File: src/rtl/alu_pkg.sv
// ---------------------------------------------------------------------------
// alu_pkg
// Shared definitions for the ALU and its arbiter:
//   - default operand/result width and function-code width
//   - ALU function-code constants (RISC-V style funct7[5]:funct3 encoding)
// ---------------------------------------------------------------------------
package alu_pkg;

    localparam int ALU_WIDTH  = 32;
    localparam int ALU_FUNC_W = 4;

    localparam logic [3:0] ALU_ADD  = 4'b0000;
    localparam logic [3:0] ALU_SUB  = 4'b1000;
    localparam logic [3:0] ALU_SLL  = 4'b0001;
    localparam logic [3:0] ALU_SLT  = 4'b0010;
    localparam logic [3:0] ALU_SLTU = 4'b0011;
    localparam logic [3:0] ALU_XOR  = 4'b0100;
    localparam logic [3:0] ALU_SRL  = 4'b0101;
    localparam logic [3:0] ALU_SRA  = 4'b1101;
    localparam logic [3:0] ALU_OR   = 4'b0110;
    localparam logic [3:0] ALU_AND  = 4'b0111;

endpackage

File: src/rtl/alu_arbiter_if.sv
// ---------------------------------------------------------------------------
// alu_arbiter_if
// One requester's connection to the ALU arbiter: a valid/ready request
// channel (two operands + function code) and a valid/ready response channel.
//   master : requester side (drives request, consumes response)
//   slave  : arbiter side   (accepts request, produces response)
// ---------------------------------------------------------------------------
interface alu_arbiter_if
    import alu_pkg::*;
#(
    parameter int WIDTH  = ALU_WIDTH,
    parameter int FUNC_W = ALU_FUNC_W
);
    logic              req_valid;
    logic              req_ready;
    logic [WIDTH-1:0]  req_in0;
    logic [WIDTH-1:0]  req_in1;
    logic [FUNC_W-1:0] req_func;
    logic              rsp_valid;
    logic              rsp_ready;
    logic [WIDTH-1:0]  rsp_out;

    modport master (
        output req_valid, req_in0, req_in1, req_func, rsp_ready,
        input  req_ready, rsp_valid, rsp_out
    );

    modport slave (
        input  req_valid, req_in0, req_in1, req_func, rsp_ready,
        output req_ready, rsp_valid, rsp_out
    );
endinterface

File: src/rtl/alu_rsp_slot.sv
// ---------------------------------------------------------------------------
// alu_rsp_slot
// One-entry registered response buffer.
// Ports:
//   clk, rst      clock, synchronous active-high reset
//   load          capture din this cycle (arbiter granted this requester)
//   din           ALU result to capture
//   rsp_ready     consumer takes the current entry
//   rsp_valid     entry holds a result
//   rsp_out       the held result
//   free          slot can accept a load this cycle (empty or being drained)
// ---------------------------------------------------------------------------
module alu_rsp_slot #(
    parameter int WIDTH = 32
) (
    input  logic             clk,
    input  logic             rst,
    input  logic             load,
    input  logic [WIDTH-1:0] din,
    input  logic             rsp_ready,
    output logic             rsp_valid,
    output logic [WIDTH-1:0] rsp_out,
    output logic             free
);

    logic             valid_r;
    logic [WIDTH-1:0] data_r;

    // A load wins over a drain so a same-cycle drain+grant keeps valid high.
    always_ff @(posedge clk) begin
        if (rst) begin
            valid_r <= 1'b0;
            data_r  <= '0;
        end else if (load) begin
            valid_r <= 1'b1;
            data_r  <= din;
        end else if (rsp_ready) begin
            valid_r <= 1'b0;
        end else begin
            valid_r <= valid_r;
        end
    end

    assign rsp_valid = valid_r;
    assign rsp_out   = data_r;
    assign free      = ~valid_r | rsp_ready;

endmodule

File: src/rtl/alu_arbiter.sv
// ---------------------------------------------------------------------------
// alu_arbiter
// Shares one combinational ALU between two requesters with round-robin
// arbitration and a one-entry registered response slot per requester.
// Ports:
//   clk, rst          clock, synchronous active-high reset
//   p0, p1            requester channels (alu_arbiter_if.slave)
//   alu_in0/alu_in1   operands to the ALU (zero when idle)
//   alu_func          function code to the ALU (ADD when idle)
//   alu_out           combinational ALU result
// Optional build macro ALU_ARB_STATS_EN adds saturating 32-bit counters
//   grant_cnt0, grant_cnt1 (grants per requester) and conflict_cnt
//   (cycles with both requesters eligible).
// ---------------------------------------------------------------------------
module alu_arbiter
    import alu_pkg::*;
#(
    parameter int WIDTH  = ALU_WIDTH,
    parameter int FUNC_W = ALU_FUNC_W
) (
    input  logic              clk,
    input  logic              rst,
    alu_arbiter_if.slave      p0,
    alu_arbiter_if.slave      p1,
    output logic [WIDTH-1:0]  alu_in0,
    output logic [WIDTH-1:0]  alu_in1,
    output logic [FUNC_W-1:0] alu_func,
`ifdef ALU_ARB_STATS_EN
    output logic [31:0]       grant_cnt0,
    output logic [31:0]       grant_cnt1,
    output logic [31:0]       conflict_cnt,
`endif
    input  logic [WIDTH-1:0]  alu_out
);

    logic free0_s, free1_s;
    logic elig0_s, elig1_s, both_s;
    logic grant0_s, grant1_s;
    logic ptr_r;    // 0: requester 0 has priority, 1: requester 1

    // Eligibility and grant; nothing is granted while reset is asserted.
    always_comb begin
        elig0_s  = p0.req_valid & free0_s;
        elig1_s  = p1.req_valid & free1_s;
        both_s   = elig0_s & elig1_s;
        grant0_s = 1'b0;
        grant1_s = 1'b0;
        if (rst) begin
            grant0_s = 1'b0;
            grant1_s = 1'b0;
        end else if (both_s) begin
            grant0_s = ~ptr_r;
            grant1_s = ptr_r;
        end else begin
            grant0_s = elig0_s;
            grant1_s = elig1_s;
        end
    end

    assign p0.req_ready = grant0_s;
    assign p1.req_ready = grant1_s;

    // Priority pointer: hand priority to the loser of a contended grant only.
    always_ff @(posedge clk) begin
        if (rst) begin
            ptr_r <= 1'b0;
        end else if (both_s) begin
            ptr_r <= grant0_s;
        end else begin
            ptr_r <= ptr_r;
        end
    end

    // ALU operand mux: granted request's fields, zeros/ADD when idle.
    always_comb begin
        alu_in0  = '0;
        alu_in1  = '0;
        alu_func = FUNC_W'(ALU_ADD);
        if (grant0_s) begin
            alu_in0  = p0.req_in0;
            alu_in1  = p0.req_in1;
            alu_func = p0.req_func;
        end else if (grant1_s) begin
            alu_in0  = p1.req_in0;
            alu_in1  = p1.req_in1;
            alu_func = p1.req_func;
        end else begin
            alu_in0  = '0;
            alu_in1  = '0;
            alu_func = FUNC_W'(ALU_ADD);
        end
    end

    alu_rsp_slot #(.WIDTH(WIDTH)) u_slot0 (
        .clk       (clk),
        .rst       (rst),
        .load      (grant0_s),
        .din       (alu_out),
        .rsp_ready (p0.rsp_ready),
        .rsp_valid (p0.rsp_valid),
        .rsp_out   (p0.rsp_out),
        .free      (free0_s)
    );

    alu_rsp_slot #(.WIDTH(WIDTH)) u_slot1 (
        .clk       (clk),
        .rst       (rst),
        .load      (grant1_s),
        .din       (alu_out),
        .rsp_ready (p1.rsp_ready),
        .rsp_valid (p1.rsp_valid),
        .rsp_out   (p1.rsp_out),
        .free      (free1_s)
    );

`ifdef ALU_ARB_STATS_EN
    localparam logic [31:0] CNT_MAX = 32'hFFFF_FFFF;

    logic [31:0] grant_cnt0_r, grant_cnt1_r, conflict_cnt_r;

    // Saturating grant/conflict counters.
    always_ff @(posedge clk) begin
        if (rst) begin
            grant_cnt0_r   <= 32'd0;
            grant_cnt1_r   <= 32'd0;
            conflict_cnt_r <= 32'd0;
        end else begin
            if (grant0_s && (grant_cnt0_r != CNT_MAX)) begin
                grant_cnt0_r <= grant_cnt0_r + 32'd1;
            end else begin
                grant_cnt0_r <= grant_cnt0_r;
            end
            if (grant1_s && (grant_cnt1_r != CNT_MAX)) begin
                grant_cnt1_r <= grant_cnt1_r + 32'd1;
            end else begin
                grant_cnt1_r <= grant_cnt1_r;
            end
            if (both_s && (conflict_cnt_r != CNT_MAX)) begin
                conflict_cnt_r <= conflict_cnt_r + 32'd1;
            end else begin
                conflict_cnt_r <= conflict_cnt_r;
            end
        end
    end

    assign grant_cnt0   = grant_cnt0_r;
    assign grant_cnt1   = grant_cnt1_r;
    assign conflict_cnt = conflict_cnt_r;
`endif

endmodule

File: src/flat_wrapper.sv
// flat-port wrapper written by rule: the top's interface ports become plain ports
module alu_arbiter_flat import alu_pkg::*;
#(
    parameter int WIDTH  = ALU_WIDTH,
    parameter int FUNC_W = ALU_FUNC_W
)
  (clk, rst, alu_in0, alu_in1, alu_func, alu_out, p0_req_valid, p0_req_in0, p0_req_in1, p0_req_func, p0_rsp_ready, p0_req_ready, p0_rsp_valid, p0_rsp_out, p1_req_valid, p1_req_in0, p1_req_in1, p1_req_func, p1_rsp_ready, p1_req_ready, p1_rsp_valid, p1_rsp_out);
  alu_arbiter_if #(.WIDTH(WIDTH), .FUNC_W(FUNC_W)) p0_i ();
  alu_arbiter_if #(.WIDTH(WIDTH), .FUNC_W(FUNC_W)) p1_i ();
  input  logic clk;
  input  logic rst;
  output logic [WIDTH-1:0] alu_in0;
  output logic [WIDTH-1:0] alu_in1;
  output logic [FUNC_W-1:0] alu_func;
  input  logic [WIDTH-1:0] alu_out;
  input wire logic [$bits(p0_i.req_valid)-1:0] p0_req_valid;
  input wire logic [$bits(p0_i.req_in0)-1:0] p0_req_in0;
  input wire logic [$bits(p0_i.req_in1)-1:0] p0_req_in1;
  input wire logic [$bits(p0_i.req_func)-1:0] p0_req_func;
  input wire logic [$bits(p0_i.rsp_ready)-1:0] p0_rsp_ready;
  output wire logic [$bits(p0_i.req_ready)-1:0] p0_req_ready;
  output wire logic [$bits(p0_i.rsp_valid)-1:0] p0_rsp_valid;
  output wire logic [$bits(p0_i.rsp_out)-1:0] p0_rsp_out;
  input wire logic [$bits(p1_i.req_valid)-1:0] p1_req_valid;
  input wire logic [$bits(p1_i.req_in0)-1:0] p1_req_in0;
  input wire logic [$bits(p1_i.req_in1)-1:0] p1_req_in1;
  input wire logic [$bits(p1_i.req_func)-1:0] p1_req_func;
  input wire logic [$bits(p1_i.rsp_ready)-1:0] p1_rsp_ready;
  output wire logic [$bits(p1_i.req_ready)-1:0] p1_req_ready;
  output wire logic [$bits(p1_i.rsp_valid)-1:0] p1_rsp_valid;
  output wire logic [$bits(p1_i.rsp_out)-1:0] p1_rsp_out;
  assign p0_i.req_valid = p0_req_valid;
  assign p0_i.req_in0 = p0_req_in0;
  assign p0_i.req_in1 = p0_req_in1;
  assign p0_i.req_func = p0_req_func;
  assign p0_i.rsp_ready = p0_rsp_ready;
  assign p0_req_ready = p0_i.req_ready;
  assign p0_rsp_valid = p0_i.rsp_valid;
  assign p0_rsp_out = p0_i.rsp_out;
  assign p1_i.req_valid = p1_req_valid;
  assign p1_i.req_in0 = p1_req_in0;
  assign p1_i.req_in1 = p1_req_in1;
  assign p1_i.req_func = p1_req_func;
  assign p1_i.rsp_ready = p1_rsp_ready;
  assign p1_req_ready = p1_i.req_ready;
  assign p1_rsp_valid = p1_i.rsp_valid;
  assign p1_rsp_out = p1_i.rsp_out;
  alu_arbiter #(.WIDTH(WIDTH), .FUNC_W(FUNC_W)) u_core (.clk(clk), .rst(rst), .p0(p0_i), .p1(p1_i), .alu_in0(alu_in0), .alu_in1(alu_in1), .alu_func(alu_func), .alu_out(alu_out));
endmodule
File: config.mk
export PLATFORM = sky130hd
export DESIGN_NAME = alu_arbiter_flat
export DESIGN_NICKNAME = d
export VERILOG_FILES = /design/src/rtl/alu_pkg.sv /design/src/rtl/alu_arbiter_if.sv /design/src/rtl/alu_rsp_slot.sv /design/src/rtl/alu_arbiter.sv /design/src/flat_wrapper.sv
export SDC_FILE = /design/constraint.sdc
export NUM_CORES = 1
export LEC_CHECK = 0
export ABC_CLOCK_PERIOD_IN_PS = 1470
export BUFFER_PORTS_ARGS = -buffer_cell sky130_fd_sc_hd__buf_2
export CELL_PAD_IN_SITES_DETAIL_PLACEMENT = 0
export CELL_PAD_IN_SITES_GLOBAL_PLACEMENT = 1
export CORE_ASPECT_RATIO = 0.75
export CORE_MARGIN = 1.5
export CORE_UTILIZATION = 28
export CTS_BUF_LIST = sky130_fd_sc_hd__clkbuf_4 sky130_fd_sc_hd__clkbuf_8
export DETAILED_ROUTE_END_ITERATION = 12
export GPL_ROUTABILITY_DRIVEN = 0
export PLACE_DENSITY = 0.78
export RECOVER_POWER = 100
export SLEW_MARGIN = 15
export SYNTH_ARGS = -nofsm -noshare
export SYNTH_HDL_FRONTEND = slang
export SYNTH_SLANG_ARGS = --single-unit
File: constraint.sdc
create_clock -name clk -period 1.47 [get_ports clk]
set_input_delay 0.0735 -clock clk [delete_from_list [all_inputs] [get_ports clk]]
set_output_delay 0.0735 -clock clk [all_outputs]
set_load 0.05 [all_outputs]
* Word-level counts from Yosys, hierarchy flattened
Cells that the tools add are included.
** Word-level totals
- Register bits :: 67
- Bits in latches :: 0
- RAM bits :: 0
- Bits in read-only memories :: 0
- Memories kept :: 0
** Operators by class
- Add/sub/neg operators :: 0
- Multipliers :: 0
- Div/mod/pow operators :: 0
- Magnitude comparators :: 0
- Eq/ne operators :: 0
- Shift operators :: 0
- Mux-type cells :: 14
- Bitwise logic cells :: 8
- Reduce and logical (&&, ||, !) cells :: 2
** Operators with widths (count)
- 32-bit two-way mux :: 4
- 1-bit two-way mux :: 8
- 4-bit two-way mux :: 2
- 2-bit nonzero test :: 2
- 1-bit AND :: 3
- 1-bit NOT :: 3
- 1-bit OR :: 2

* Longest topological paths before layout
- Word-level depth :: 8
- Gate-level depth with buffers :: 5
- Depth with buffers taken out :: 3

* Cells and area by module
From an unflattened synthesis, not the netlist that was laid out.
** Second synthesis, totals
- Cells, all modules :: 307
- Area, all modules :: 3155.5 µm²
** Modules (own cells, without submodules)
- alu_rsp_slot :: instances 2, cells each 108, area an instance 1204.9 µm², sequential area each 660.6 µm²
- alu_arbiter :: instances 1, cells each 91, area an instance 745.7 µm², sequential area each 20.0 µm²

* Worst setup path before layout
OpenSTA, ideal clock, no wires.
- Kind :: reg2out
- Start :: register u_core.u_slot0.valid_r (netlist: u_core.u_slot0.rsp_valid)
- End :: output port alu_func[0]
- Data arrival time :: 2.543 ns
- Data required time :: 1.397 ns
- Path slack :: -1.147 ns
- Stages on the path, launching flop included :: 6
- Buffers on the path :: 2
- Path through :: dfxtp_1 > and2b_1 > o311ai_1 > buf_4 > buf_4 > o32ai_1
** Between the ends
- Longest elaborated chain between the ends :: 8
** Ends and longest elaborated chain
- start: declaration :: line alu_rsp_slot.sv:26 : logic valid_r;
- start signal: assignment :: line alu_rsp_slot.sv:40 : valid_r <= valid_r;
- 1-bit NOT * :: line alu_rsp_slot.sv:46 : assign free = ~valid_r | rsp_ready;
- 1-bit OR * :: line alu_rsp_slot.sv:46
- 1-bit AND * :: line alu_arbiter.sv:43 : elig0_s = p0.req_valid & free0_s;
- 1-bit AND :: line alu_arbiter.sv:45 : both_s = elig0_s & elig1_s;
- 1-bit two-way mux :: line alu_arbiter.sv:51 : end else if (both_s) begin
- 1-bit two-way mux :: line alu_arbiter.sv:48 : if (rst) begin
- 4-bit two-way mux :: line alu_arbiter.sv:83 : end else if (grant1_s) begin
- 4-bit two-way mux * :: line alu_arbiter.sv:79 : if (grant0_s) begin
- end: declaration :: line flat_wrapper.sv:14 : output logic [FUNC_W-1:0] alu_func;
Mark *: on every way between the ends. The rest lies on a longest branch, timed or not.

* Worst setup path in the final report
- Start :: register u_core.u_slot0.valid_r (netlist: u_core.u_slot0.rsp_valid)
- End :: output port alu_in0[0]
** Between the ends
- Longest elaborated chain between the ends :: 8
** Ends and longest elaborated chain
- 1-bit NOT * :: line alu_rsp_slot.sv:46
- 1-bit OR * :: line alu_rsp_slot.sv:46
- 1-bit AND * :: line alu_arbiter.sv:43
- 1-bit AND :: line alu_arbiter.sv:45
- 1-bit two-way mux :: line alu_arbiter.sv:51
- 1-bit two-way mux :: line alu_arbiter.sv:48
- 32-bit two-way mux :: line alu_arbiter.sv:83
- 32-bit two-way mux * :: line alu_arbiter.sv:79
- end: declaration :: line flat_wrapper.sv:12 : output logic [WIDTH-1:0] alu_in0;
Marks and branches as above.

==> results.txt <==
Measured along the x axis, the die boundary spans 145 microns. The run gives 49.6% as the fraction of the core area covered by cells at the end of the flow. After layout, the design draws a total of 6190 uW. In the layout the commonest cells are sky130_fd_sc_hd__buf_2 (172), sky130_fd_sc_hd__nand2b_1 (164), sky130_fd_sc_hd__buf_4 (81), sky130_fd_sc_hd__inv_1 (68), sky130_fd_sc_hd__clkbuf_1 (65). The count of different cell masters after synthesis came out at 22.

Once detail routing completed, the nets flagged for antenna violations numbered 0. The logs give 0 for the post-route DRC violation count and 0 for the final hold violation count. Remaining global-route overflow: 0. The max-slew violation count was 0; the summed instance area of the synthesized netlist was 0.00424 sq mm.

The library cell used as clock root buffer is sky130_fd_sc_hd__clkbuf_8. The tools report the number of H-tree levels as 3. STA classifies the critical path startpoint as a flop. The tools report the clock insertion delay at the later pin of the skew report as 0.34 ns.

The path class of the tightest hold or removal check is in2reg. From synthesis to final layout, the design area changed by 71.4%. The worst hold path passes through 3 cells. The synthesized flop and latch total is 67, and the largest stage delay on the critical path is 0.34 ns. The run gives 0.0146 sq mm as the core area. Number of instances in the synthesized netlist: 497.

The fraction of the yosys area taken by sequential cells came out at 31.6%. The run finished, with violations left. After clock tree synthesis, the clock-pin slew on the worst setup and hold paths is 0.07 ns. The tools report the estimated wirelength of the detail-placed design as 10.9 mm.

The run gives 4719 as the total vias in the final route. The run gives 125 as the number of setup violations in the final report. Timing would allow up to 533 MHz. The number of antenna diodes in the final layout is 0. The critical path data required time is 1.40 ns.

The tools report the arrival time reported for the critical path endpoint as 1.80 ns. The tools report the number of iterations in the first detailed-routing pass as 4. The share of the cycle needed by the critical path after routing was 128%; the maximum root-to-sink buffer count was 2.

VDD sags by at most 0.516 mV. The cell at the slowest stage of the critical path was sky130_fd_sc_hd__dfxtp_4. Entering global routing, the biggest net connects 42 pins. The total wire length was 15.7 mm; the number of antenna violations at the first check in global routing was 0.

During synthesis, Yosys emitted a total of 0 warnings. The tools report the die footprint as 0.0159 sq mm. The setup path with the least slack is of type reg2out.

The tools report the wire length of the first global-routing pass as 23.0 mm. After detailed routing, the number of vias per cell comes to 4.52. Number of global-route vias before repair: 4490. The library cell used most frequently in the layout, excluding fill and tap cells, is sky130_fd_sc_hd__buf_2. The slew at the pin closest to its max-slew limit is 0.659 ns, and the share of post-route cells with drive strength above 1 is 41.9%. The number of nets handed over by synthesis was 671.

After detailed routing, the average wire length per cell comes to 15.1 microns. 310 I/O pins were placed. For this design the ratio of total power to cell area is 852 mW/mm^2. The run gives 0.0151 ns as the tightest hold margin.

Setup repair after global routing could not meet its margin everywhere. The floorplan has 38 rows. The initial detailed-routing violation count was 225; the total placed cells including tap cells was 999. Of all nets on the critical path, the largest fanout is 25.

The final critical delay including setup and external delays was 1.88 ns. The post-synthesis area per instance is 8.53 sq um, and the die height is 110 microns. For this design, the sink count on the clock tree is 67. TritonCTS built the clock tree. Walking the worst path, the cells encountered are and2b_2 -> o311ai_4 -> buf_12 -> buf_16 -> o32ai_1 -> buf_4. The worst reg2reg path depth was 8.

After the flow finishes, the layout carries non-filler instances totaling 1043. The checks that failed: negative setup slack. For the tightest slew margin relative to the limit, the log shows 56.3%. Number of port buffers: 309.

Minimum setup slack in the final design: -0.408 ns. The net count of the finished layout is 1012. Prior to clock tree synthesis, the placed netlist has a worst setup slack of -0.0842 ns. For the global-route total usage across every layer, the log shows 18.1%.

For the final database, setup skew stands at 0.00817 ns. The analysis attributes to cell leakage a power of 0.00349 uW. The number of buffers inserted during clock tree synthesis came out at 9.

Once the floorplan was initialized, standard cells occupied 28.9% of the core. Across the run, the number of max-cap violations was 0. The tools report the nature of the critical path endpoint as a primary output.
## synthesized netlist by cell type
cell type	count	area share, %
sky130_fd_sc_hd__a21oi_1	2	0.24
sky130_fd_sc_hd__a311oi_4	1	0.62
sky130_fd_sc_hd__and2b_1	1	0.18
sky130_fd_sc_hd__buf_2	14	1.7
sky130_fd_sc_hd__buf_4	4	0.71
sky130_fd_sc_hd__buf_6	4	1.1
sky130_fd_sc_hd__clkbuf_1	25	2.2
sky130_fd_sc_hd__dfxtp_1	67	32
sky130_fd_sc_hd__inv_1	68	6.0
sky130_fd_sc_hd__inv_2	1	0.088
sky130_fd_sc_hd__mux2_2	1	0.27
sky130_fd_sc_hd__mux2i_1	64	15
sky130_fd_sc_hd__nand2_1	1	0.088
sky130_fd_sc_hd__nand2b_1	166	24
sky130_fd_sc_hd__nand4_1	1	0.15
sky130_fd_sc_hd__nor2_1	3	0.27
sky130_fd_sc_hd__nor2b_1	2	0.30
sky130_fd_sc_hd__o211ai_2	1	0.30
sky130_fd_sc_hd__o21ai_0	1	0.12
sky130_fd_sc_hd__o311a_1	1	0.24
sky130_fd_sc_hd__o311ai_1	1	0.21
sky130_fd_sc_hd__o32ai_1	68	14
## cells by family (layout without fill, tap and decap cells)
logic type | after synthesis | after routing | share of synthesized area (%)
AO/OA/AOI/OAI | 75 | 75 | 15.8
AND/OR/NAND/NOR | 174 | 174 | 25.5
flip-flops | 67 | 67 | 31.6
buffers and inverters | 116 | 462 | 11.7
multiplexers | 65 | 65 | 15.4
## registers in the layout (all words and copies together) (netlist names)
register / flops
u_core.u_slot1.rsp_valid: 1
u_core.u_slot0.rsp_valid: 1
u_core.u_slot1.rsp_out: 32
u_core.u_slot0.rsp_out: 32
u_core.ptr_r: 1
## worst max-delay path, delay by kind of cell, from the launching register on
kind                   cells  cell delay, ns
AO/OA/AOI/OAI              2            0.35
buffers and inverters      3            0.55
flip-flops                 1            0.34
AND/OR/NAND/NOR            1            0.21
## timing repair
item	CTS	global route
endpoints found under the setup margin	118	131
gates cloned	5	3
hold buffers	7	0
pin swaps	2	2
buffers inserted	8	7
gates resized for setup	107	27
endpoints found under the hold margin	7	0
## layout make-up
| type | count | area, sq um |
|---|---|---|
| clock buffers | 13 | 160 |
| clock inverters | 3 | 15.0 |
| fillers | 1476 | 7380 |
| inverters | 69 | 259 |
| multi-input cells | 314 | 2660 |
| flip-flops and latches | 67 | 1350 |
| well taps | 200 | 250 |
| repair buffers | 377 | 2570 |
## routing by layer
layer,up-vias,track usage [%],share of wire (%)
met3,9,5.44,6.4
met2,167,30.8,48
met4,0,3.21,0.53
met5,-,0,0
li1,2360,-,-
met1,2183,23.2,45
## metrics by stage
| step | cell area (sq um) | setup TNS, ns |
|---|---|---|
| 6_report | 7270 | -35.19 |
| 5_1_grt | 7270 | -45.72 |
| 4_1_cts | 7170 | -32.65 |
| 3_5_place_dp | 6410 | -5.82 |
| 3_3_place_gp | 6410 | -4.07 |
| 2_1_floorplan | 4390 | -54.81 |
## final timing paths
kind                                                 from                                       to  slack (ns)
hold / removal                                alu_out[17]  u_core.u_slot1.rsp_out[17]$_SDFFE_PP0P_        0.02
setup / recovery    u_core.u_slot0.rsp_valid$_SDFFE_PP0P_                               alu_in0[0]       -0.41
setup reg to reg    u_core.u_slot0.rsp_valid$_SDFFE_PP0P_  u_core.u_slot0.rsp_out[24]$_SDFFE_PP0P_       -0.29
hold reg to reg   u_core.u_slot0.rsp_out[22]$_SDFFE_PP0P_  u_core.u_slot0.rsp_out[22]$_SDFFE_PP0P_        0.47
## report_power, final
part,total (uW),switching [uW],internal [uW]
clock network,1410,698,708
logic,2770,1710,1060
registers,2020,74.1,1950
total,6190,2480,3710
No activity file was read; power rests on OpenSTA's default activity.
